==> config.mk <==
export PLATFORM = sky130hd
export DESIGN_NAME = butterfly_cmult_pipe
export DESIGN_NICKNAME = d
export VERILOG_FILES = /design/src/rtl/butterfly_cmult_pipe_pkg.sv /design/src/rtl/bf_smult.sv /design/src/rtl/butterfly_cmult_pipe.sv
export SDC_FILE = /design/constraint.sdc
export NUM_CORES = 2
export LEC_CHECK = 0
export ABC_AREA = 1
export BUFFER_PORTS_ARGS = -buffer_cell sky130_fd_sc_hd__buf_2
export CORE_MARGIN = 3
export CORE_UTILIZATION = 65
export DETAILED_ROUTE_END_ITERATION = 6
export PLACE_DENSITY = 0.82
export SYNTH_ARGS = -nofsm -noshare
export SYNTH_HDL_FRONTEND = slang
export SYNTH_HIERARCHICAL = 1
export SYNTH_SLANG_ARGS = --single-unit
==> constraint.sdc <==
create_clock -name xClk -period 14.97 [get_ports xClk]
set_clock_uncertainty 0.1 [all_clocks]
set_input_delay 2.2455 -clock xClk [delete_from_list [all_inputs] [get_ports xClk]]
set_output_delay 2.2455 -clock xClk [all_outputs]
set_load 0.02 [all_outputs]
==> src/rtl/butterfly_cmult_pipe_pkg.sv <==
// -----------------------------------------------------------------------------
// butterfly_cmult_pipe_pkg
// Shared defaults for the FFT twiddle-multiplier datapath and helpers that
// produce the signed saturation bounds for a given output width.
// -----------------------------------------------------------------------------
package butterfly_cmult_pipe_pkg;

   localparam int BF_DATA_W = 16;
   localparam int BF_TW_W   = 16;
   localparam int BF_OUT_W  = 16;
   localparam int BF_ROUND  = 1;
   localparam int BF_CNT_W  = 16;

   // Largest value representable in a w-bit two's-complement word.
   function automatic longint sat_max(input int w);
      return (longint'(1) << (w - 1)) - 1;
   endfunction

   // Smallest value representable in a w-bit two's-complement word.
   function automatic longint sat_min(input int w);
      return -(longint'(1) << (w - 1));
   endfunction

endpackage

==> src/rtl/bf_smult.sv <==
// -----------------------------------------------------------------------------
// bf_smult
// Combinational signed multiplier, full-precision A_W x B_W -> A_W+B_W.
// Ports:
//   a  in  A_W        signed multiplicand
//   b  in  B_W        signed multiplier
//   p  out A_W+B_W    signed product
// -----------------------------------------------------------------------------
module bf_smult #(
   parameter int A_W = 16,
   parameter int B_W = 16
) (
   input  logic signed [A_W-1:0]     a,
   input  logic signed [B_W-1:0]     b,
   output logic signed [A_W+B_W-1:0] p
);

   localparam int P_W = A_W + B_W;

   // Both operands are sign-extended to the product width up front so the
   // multiply is evaluated at full width with no implicit extension.
   logic signed [P_W-1:0] a_ext;
   logic signed [P_W-1:0] b_ext;

   assign a_ext = $signed({{B_W{a[A_W-1]}}, a});
   assign b_ext = $signed({{A_W{b[B_W-1]}}, b});
   assign p     = a_ext * b_ext;

endmodule

==> src/rtl/butterfly_cmult_pipe.sv <==
// -----------------------------------------------------------------------------
// butterfly_cmult_pipe
// Three-stage pipelined complex twiddle multiplier P = A*W with optional
// round-half-up, output saturation, per-sample bypass (P = A) and a saturating
// count of clipped samples handed downstream.
// Ports:
//   xClk, xReset_n        clock, synchronous active-low reset
//   xInValid / xInReady   input handshake (xInReady is combinational)
//   xAr, xAi, xWr, xWi    multiplicand and twiddle, real/imag
//   xBypass               pass A straight through for this sample
//   xOutValid / xOutReady output handshake
//   xPr, xPi, xOvf        product real/imag, sample-clipped flag
//   xSatCount, xSatClear  clipped-sample counter and its synchronous clear
// -----------------------------------------------------------------------------
module butterfly_cmult_pipe
   import butterfly_cmult_pipe_pkg::*;
#(
   parameter int DATA_W = BF_DATA_W,
   parameter int TW_W   = BF_TW_W,
   parameter int OUT_W  = BF_OUT_W,
   parameter int ROUND  = BF_ROUND,
   parameter int CNT_W  = BF_CNT_W
) (
   input  logic              xClk,
   input  logic              xReset_n,
   input  logic              xInValid,
   output logic              xInReady,
   input  logic [DATA_W-1:0] xAr,
   input  logic [DATA_W-1:0] xAi,
   input  logic [TW_W-1:0]   xWr,
   input  logic [TW_W-1:0]   xWi,
   input  logic              xBypass,
   output logic              xOutValid,
   input  logic              xOutReady,
   output logic [OUT_W-1:0]  xPr,
   output logic [OUT_W-1:0]  xPi,
   output logic              xOvf,
   output logic [CNT_W-1:0]  xSatCount,
   input  logic              xSatClear
);

   localparam int PROD_W = DATA_W + TW_W;
   localparam int FULL_W = PROD_W + 1;

   localparam logic signed [FULL_W-1:0] SAT_HI  = FULL_W'(sat_max(OUT_W));
   localparam logic signed [FULL_W-1:0] SAT_LO  = FULL_W'(sat_min(OUT_W));
   localparam logic signed [FULL_W-1:0] RND_ADD =
      FULL_W'((ROUND != 0) ? (longint'(1) << (TW_W - 2)) : longint'(0));

   // Returns {clipped_flag, value limited to the OUT_W signed range}.
   function automatic logic [OUT_W:0] clip(input logic signed [FULL_W-1:0] v);
      if (v > SAT_HI)      return {1'b1, SAT_HI[OUT_W-1:0]};
      else if (v < SAT_LO) return {1'b1, SAT_LO[OUT_W-1:0]};
      else                 return {1'b0, v[OUT_W-1:0]};
   endfunction

   logic enable;

   logic                     s1_valid, s1_bypass;
   logic signed [DATA_W-1:0] s1_ar, s1_ai;
   logic signed [TW_W-1:0]   s1_wr, s1_wi;

   logic signed [PROD_W-1:0] m_rr, m_ii, m_ri, m_ir;

   logic                     s2_valid, s2_bypass;
   logic signed [PROD_W-1:0] s2_rr, s2_ii, s2_ri, s2_ir;
   logic signed [DATA_W-1:0] s2_ar, s2_ai;

   logic signed [FULL_W-1:0] sum_r, sum_i, pre_r, pre_i;
   logic [OUT_W:0]           clip_r, clip_i;

   // The whole pipe moves as one unit: it advances whenever the output slot
   // is empty or being consumed, so a stall freezes every stage in place.
   assign enable   = xOutReady | ~xOutValid;
   assign xInReady = enable;

   // S2 multipliers
   bf_smult #(.A_W(DATA_W), .B_W(TW_W)) u_mult_rr (.a(s1_ar), .b(s1_wr), .p(m_rr));
   bf_smult #(.A_W(DATA_W), .B_W(TW_W)) u_mult_ii (.a(s1_ai), .b(s1_wi), .p(m_ii));
   bf_smult #(.A_W(DATA_W), .B_W(TW_W)) u_mult_ri (.a(s1_ar), .b(s1_wi), .p(m_ri));
   bf_smult #(.A_W(DATA_W), .B_W(TW_W)) u_mult_ir (.a(s1_ai), .b(s1_wr), .p(m_ir));

   // S3 combine, scale and clip. Bypass samples skip rounding and shifting
   // but still pass through the clipper in case OUT_W < DATA_W.
   always_comb begin
      // NOTE: every always_comb output is assigned on all paths (here
      // unconditionally first) so no latch can be inferred.
      sum_r = {s2_rr[PROD_W-1], s2_rr} - {s2_ii[PROD_W-1], s2_ii};
      sum_i = {s2_ri[PROD_W-1], s2_ri} + {s2_ir[PROD_W-1], s2_ir};
      pre_r = (sum_r + RND_ADD) >>> (TW_W - 1);
      pre_i = (sum_i + RND_ADD) >>> (TW_W - 1);
      if (s2_bypass) begin
         pre_r = {{(FULL_W - DATA_W){s2_ar[DATA_W-1]}}, s2_ar};
         pre_i = {{(FULL_W - DATA_W){s2_ai[DATA_W-1]}}, s2_ai};
      end
      clip_r = clip(pre_r);
      clip_i = clip(pre_i);
   end

   // Control and output registers: these carry the defined reset state.
   always_ff @(posedge xClk) begin
      // NOTE: sequential state is always updated with non-blocking
      // assignments so every register samples pre-edge values.
      if (!xReset_n) begin
         s1_valid  <= 1'b0;
         s2_valid  <= 1'b0;
         xOutValid <= 1'b0;
         xPr       <= '0;
         xPi       <= '0;
         xOvf      <= 1'b0;
      end else if (enable) begin
         s1_valid  <= xInValid;
         s2_valid  <= s1_valid;
         xOutValid <= s2_valid;
         xPr       <= clip_r[OUT_W-1:0];
         xPi       <= clip_i[OUT_W-1:0];
         xOvf      <= s2_valid & (clip_r[OUT_W] | clip_i[OUT_W]);
      end
   end

   // NOTE: internal datapath registers have no reset; their contents only
   // matter when the matching valid bit is set, and that bit is reset.
   always_ff @(posedge xClk) begin
      if (enable) begin
         s1_ar     <= $signed(xAr);
         s1_ai     <= $signed(xAi);
         s1_wr     <= $signed(xWr);
         s1_wi     <= $signed(xWi);
         s1_bypass <= xBypass;
         s2_rr     <= m_rr;
         s2_ii     <= m_ii;
         s2_ri     <= m_ri;
         s2_ir     <= m_ir;
         s2_ar     <= s1_ar;
         s2_ai     <= s1_ai;
         s2_bypass <= s1_bypass;
      end
   end

   // Clipped-sample counter: counts on downstream acceptance, sticks at all
   // ones, and a clear wins over a same-cycle increment.
   always_ff @(posedge xClk) begin
      if (!xReset_n) begin
         xSatCount <= '0;
      end else if (xSatClear) begin
         xSatCount <= '0;
      end else if (xOutValid && xOutReady && xOvf && (xSatCount != '1)) begin
         xSatCount <= xSatCount + CNT_W'(1);
      end
   end

endmodule

After elaboration in Yosys (flattened, before gate mapping)
Index checks and enable logic that the tools add are counted.
{"block": "op_classes", "n_addsub": 5, "multipliers": 4, "n_div": 0, "n_lt_le_gt_ge": 4, "n_eq_ne": 1, "shifts": 0, "muxes": 6, "bitwise_logic": 5, "reduce_logical": 4}
{"operator": "multiplier 16 x 16 -> 32 bit", "n": 4}
{"operator": "two-way mux 17 bit", "n": 4}
{"operator": "adder 33 x 16 -> 33 bit, second input constant", "n": 2}
{"operator": "greater-than comparator 33 x 16 -> 1 bit, second input constant", "n": 2}
{"operator": "less-than comparator 33 x 16 -> 1 bit, second input constant", "n": 2}
{"operator": "two-way mux 33 bit", "n": 2}
{"operator": "adder 32 x 32 -> 33 bit", "n": 1}
{"operator": "subtractor 32 x 32 -> 33 bit", "n": 1}
{"operator": "adder 16 x 1 -> 16 bit, second input constant", "n": 1}
{"operator": "!= test 16 bit, second input constant", "n": 1}
{"operator": "logical AND 1 bit", "n": 3}
{"operator": "inverter 1 bit", "n": 2}
{"operator": "bitwise OR 1 bit", "n": 2}
{"operator": "OR reduction 2 bit", "n": 1}
{"operator": "bitwise AND 1 bit", "n": 1}
{"block": "word_totals", "regBits": 278, "latch_bits": 0, "ram_bits": 0, "rom_bits": 0, "inputBits": 70, "out_inout_bits": 51, "elab_cells": 48, "memories": 0}

Logic depth before layout (Yosys ltp)
{"block": "logic_depth", "ltp_word": 8, "depth_mapped": 28, "mapped_depth_nobuf": 26}

Hierarchy
The synthesis kept the hierarchy.
{"module": "butterfly_cmult_pipe", "instances": 1, "cells_each": 1436, "area_per_inst_um2": 13950.9, "seq_area_each_um2": 7827.5}
{"module": "bf_smult at u_mult_ir", "instances": 1, "cells_each": 1504, "area_per_inst_um2": 10990.5, "seq_area_each_um2": 0.0}
{"module": "bf_smult at u_mult_ii", "instances": 1, "cells_each": 1500, "area_per_inst_um2": 10964.3, "seq_area_each_um2": 0.0}
{"module": "bf_smult at u_mult_ri", "instances": 1, "cells_each": 1468, "area_per_inst_um2": 10837.9, "seq_area_each_um2": 0.0}
{"module": "bf_smult at u_mult_rr", "instances": 1, "cells_each": 1429, "area_per_inst_um2": 10724.0, "seq_area_each_um2": 0.0}

Least setup slack after synthesis
No wires, ideal clock.
{"block": "synth_timing", "path_kind": "input-to-output", "start": "in xOutReady", "end": "out xInReady", "arrival_time_ns": 8.938, "t_required_ns": 12.625, "path_slack_ns": 3.686, "stages": 3, "n_path_buf": 1, "cell_sequence": "nor2_1 > clkinv_1 > clkbuf_1"}
{"block": "synth_between", "elab_chain_len": 1}
{"item": "from (decl)", "line_no": "butterfly_cmult_pipe.sv:34", "text": "input logic xOutReady,"}
{"item": "bitwise OR 1 bit", "line_no": "butterfly_cmult_pipe.sv:74", "text": "assign enable = xOutReady | ~xOutValid;"}
{"item": "to (decl)", "line_no": "butterfly_cmult_pipe.sv:27", "text": "output logic xInReady,"}
No other way between the ends.

Worst setup path in the final report
{"block": "layout_timing", "start": "reg s1_wr[5]", "end": "reg s2_ir[28], data pin"}
{"block": "layout_between", "elab_chain_len": 1}
{"item": "from (decl)", "line_no": "butterfly_cmult_pipe.sv:61", "text": "logic signed [TW_W-1:0] s1_wr, s1_wi;"}
{"item": "from (signal assigned)", "line_no": "butterfly_cmult_pipe.sv:127", "text": "s1_wr <= $signed(xWr);"}
{"item": "multiplier 16 x 16 -> 32 bit", "line_no": "bf_smult.sv:27", "text": "assign p = a_ext * b_ext;"}
{"item": "named net m_ir[28]", "line_no": "butterfly_cmult_pipe.sv:63", "text": "logic signed [PROD_W-1:0] m_rr, m_ii, m_ri, m_ir;"}
{"item": "to (signal assigned)", "line_no": "butterfly_cmult_pipe.sv:133", "text": "s2_ir <= m_ir;"}
{"item": "to (decl)", "line_no": "butterfly_cmult_pipe.sv:66", "text": "logic signed [PROD_W-1:0] s2_rr, s2_ii, s2_ri, s2_ir;"}
The timed path passes the listed nets, and every way through them passes these cells.
A chain may end at the register's enable or synchronous reset.

==> run summary <==
Most area-hungry cell type in the Yosys netlist: sky130_fd_sc_hd__fa_1. Max-cap violations in this run came to 0. The path class of the tightest hold or removal check is reg2reg. Subtracting the final worst setup slack from the clock period gives 6987 ps.

The post-detailed-route DRC marker count is 1. The commonest cells after synthesis are sky130_fd_sc_hd__inv_1, sky130_fd_sc_hd__nand2_1, sky130_fd_sc_hd__fa_1. Setup-violating endpoint count in the final report: 0. The share of synthesized flip-flops with an asynchronous set or reset works out to 0. The sequential area share after synthesis was 0.1362. The tools report the initial antenna violation count as 6.

The worst-case clock buffer depth is 3, and the synthesized net count is 8,906. The worst setup path is captured at a flop. The routed layout has 46,980 vias. The floorplan step defined a die boundary enclosing 92,020 µm².

Yosys attributes the largest share of cell area to sky130_fd_sc_hd__fa_1, sky130_fd_sc_hd__inv_1, sky130_fd_sc_hd__nand2_1. Summing every instance area after synthesis gives 57,470 µm². Among all flip-flop cells after synthesis, the most frequent one is sky130_fd_sc_hd__edfxtp_1.

The core region is 87,160 µm². The final RePlAce weighted congestion came out at 0.9984. At the end of the flow, the number of nets in the layout was 8,882.

The setup path with the least slack is of type reg2reg. The worst reg-to-reg setup slack came out at 7980 ps. The first global-routing pass estimated 265.1 mm of wire.

The startpoint of the worst-slack reg-to-reg timing path is s1_wr[5]. Each instance of the synthesized netlist takes up on average 7.833 µm². The run gives 0 as the max-slew violation count. The routed wirelength normalized by instance count is 19.86 µm, and the routed via count divided by cell count is 5.525. TritonCTS built the clock tree. Of all nets on the critical path, the largest fanout is 32. Synthesis handed over a netlist of 7,337 instances. The clock net sink count was 278. The effective utilization at floorplan is 0.6593, and the number of buffer cells added on primary ports is 120. The pin count of the biggest net entering global routing was 86; the placed wire-length estimate after detailed placement was 133.1 mm.

The height of the die is 303.3 µm, and the latest clock arrival within the worst-skew pair is 630 ps. The tools report the hold buffer count at CTS as 0. The tools report the clock root buffer master as sky130_fd_sc_hd__clkbuf_16. The area share of the leading cell type in the synthesized netlist came out at 0.3651. The cell repeated most along the worst path is sky130_fd_sc_hd__fa_1.

Most instantiated library cell after synthesis: sky130_fd_sc_hd__inv_1. The number of gates given a new drive strength after cts was 0; the final period utilization was 0.4668. In the final timing run, aggregate negative setup slack is 0 ps. After global routing the overflow that remains totals 0. From left edge to right edge, the die measures 303.3 µm. The critical register-to-register path endpoint was s2_ir[28].

Data on the critical path arrives at its endpoint at 7240 ps. Buffers inserted during clock tree synthesis total 37. For this block, the routed nets add up to 168.9 mm of wire. The endpoint of the worst hold path is s2_bypass. The fraction of layout cells with a size suffix above 1 was 0.05462; the layout overhead on the synthesized area was 5.001%. Walking the worst path, the cells encountered are buf_4 -> nand2_1 -> fa_1 -> inv_1 -> fa_1 -> inv_1 -> fa_1 -> inv_1 -> fa_1 -> fa_1 -> inv_1 -> fa_1 -> inv_1 -> ha_1 -> nand2_1 -> nor2_1 -> nand2_1 -> nor3_1 -> nand2_1 -> nand4_1 -> nand2_1. For the total track usage, the log shows 0.3775. The checks that failed: design-rule violations. The run finished, with violations left. Number of DRC markers in iteration 0: 4,781. Setup repair after global routing left no endpoint under its margin.

The yosys synthesis warning count was 6; the hold-critical path depth was 0. For this run, the detailed router's first-pass iteration total came to 7. The startpoint identified for the worst hold timing path is s1_bypass.

STA puts the critical path data required time at 15,220 ps. STA classifies the critical path startpoint as a flop. The number of enable-type register cells in the synthesized netlist was 226.

The worst slew slack as a fraction of its limit is 0.2820, and the number of register bits inferred by synthesis is 278. The largest single stage delay on the critical path is 960 ps. The maximum clock frequency was 143.1 MHz; the depth of the most critical reg-to-reg path was 21. Pin placement for this block handled 121 I/O pins. Slowest cell on the critical path: sky130_fd_sc_hd__fa_1. The total count of hold-check failures in the final report was 0; the residual antenna-violating net count after detailed routing was 0. For the pin with the worst max-slew slack, the measured transition is 1077 ps. The number of setup buffers added after CTS is 0.

Synthesis instantiated 48 different standard cells from the library. The number of H-tree levels was 2. The floorplan has 108 rows. The clock slew seen by the registers of the worst setup and hold paths came out at 60 ps. For the via count of the first global-routing pass, the log shows 48,770.
-- metal layers --
layer	global-route usage	wire, µm
met5	0.005820	97
met4	0.1521	7377
met3	0.1066	19100
met2	0.5778	74720
met1	0.5115	67570
-- cells by family after synthesis --
family / count (synthesis) / share of synthesized area
DFF: 278 / 0.1362
xor gates and xnor gates: 89 / 0.01356
AOI/OAI and AO/OA: 399 / 0.03856
adders and majority gates: 1499 / 0.4633
and+or+nand+nor: 2644 / 0.1894
buffers and inverters: 2428 / 0.1590
-- registers in the layout, summed over array words and instances, names as in the netlist, 16 cells and up --
signal	flops
s1_ai	16
xPr	16
s1_wr	16
xSatCount	16
s2_ir	32
s2_ri	32
s2_ai	16
s2_ii	32
s1_wi	16
s2_ar	16
s1_ar	16
s2_rr	32
xPi	16
-- cells in the final DEF, fill, tap and decap left out, types with 4 or more instances in the layout --
master,n
sky130_fd_sc_hd__inv_1,2153
sky130_fd_sc_hd__nand2_1,1897
sky130_fd_sc_hd__fa_1,1048
sky130_fd_sc_hd__ha_1,451
sky130_fd_sc_hd__nor2_1,315
sky130_fd_sc_hd__edfxtp_1,226
sky130_fd_sc_hd__a21oi_1,210
sky130_fd_sc_hd__nand3_1,195
sky130_fd_sc_hd__buf_2,120
sky130_fd_sc_hd__o21ai_0,98
sky130_fd_sc_hd__xor2_1,76
sky130_fd_sc_hd__buf_4,70
sky130_fd_sc_hd__nand4_1,55
sky130_fd_sc_hd__dfxtp_1,52
sky130_fd_sc_hd__clkbuf_16,39
sky130_fd_sc_hd__nor2_2,33
sky130_fd_sc_hd__nand2_2,33
sky130_fd_sc_hd__o21bai_1,32
sky130_fd_sc_hd__nor3_1,30
sky130_fd_sc_hd__inv_2,20
sky130_fd_sc_hd__or2_2,20
sky130_fd_sc_hd__nand3b_1,16
sky130_fd_sc_hd__nor3_2,14
sky130_fd_sc_hd__o211ai_1,13
sky130_fd_sc_hd__xnor2_1,13
sky130_fd_sc_hd__a21o_1,12
sky130_fd_sc_hd__and2_1,11
sky130_fd_sc_hd__a21oi_2,10
sky130_fd_sc_hd__o21ai_1,8
sky130_fd_sc_hd__nand3_2,7
sky130_fd_sc_hd__nor2_4,7
sky130_fd_sc_hd__diode_2,6
sky130_fd_sc_hd__clkinv_2,6
sky130_fd_sc_hd__o21a_1,5
sky130_fd_sc_hd__nor4_1,4
sky130_fd_sc_hd__clkinv_1,4
-- how the worst max path moves through the flow --
stage,from,to,slack [ps],cells after the start
after CTS,s1_wr[5],s2_ir[28],8060,21
final,s1_wr[5],s2_ir[28],7980,21
after detailed placement,s1_wr[5],s2_ir[28],8120,21
after floorplan,xOutReady,xInReady,3690,3
after global placement,s1_wr[5],s2_ir[31],8360,22
after global routing,s1_wr[5],s2_ir[28],7670,21
-- final cells by class --
| type | instances | area (µm²) |
|---|---|---|
| diodes | 6 | 15.01 |
| flip-flops and latches | 278 | 7828 |
| clock inverters | 24 | 252.7 |
| inverters | 2175 | 8172 |
| multi-input cells | 4631 | 40500 |
| repair buffers | 190 | 1126 |
| clock buffers | 43 | 1001 |
| well taps | 1155 | 1445 |
| fillers | 7148 | 26820 |
-- critical path: cells and delay by family (launching register included) --
family                   cells  cell delay, ps
adder cells (fa/ha/maj)      7            4190
AND/OR/NAND/NOR              8            1130
buffers and inverters        6             950
flip-flops                   1             330
-- per-stage QoR --
stage,std cells,utilization,setup WS [ps],hold slack (ps),cell area (µm²)
floorplan,7337,-,3686,300.3,57470
global placement,8429,0.6778,8359,322.2,59070
detailed placement,8429,0.6778,8125,322.9,59070
CTS,8496,0.6921,8059,352.0,60330
global route,8498,0.6922,7671,360.3,60330
finish,8502,0.6923,7983,348.7,60340
Power is not shown: default switching activity piles up to over one toggle a cycle in this logic, so the estimate is an artifact.
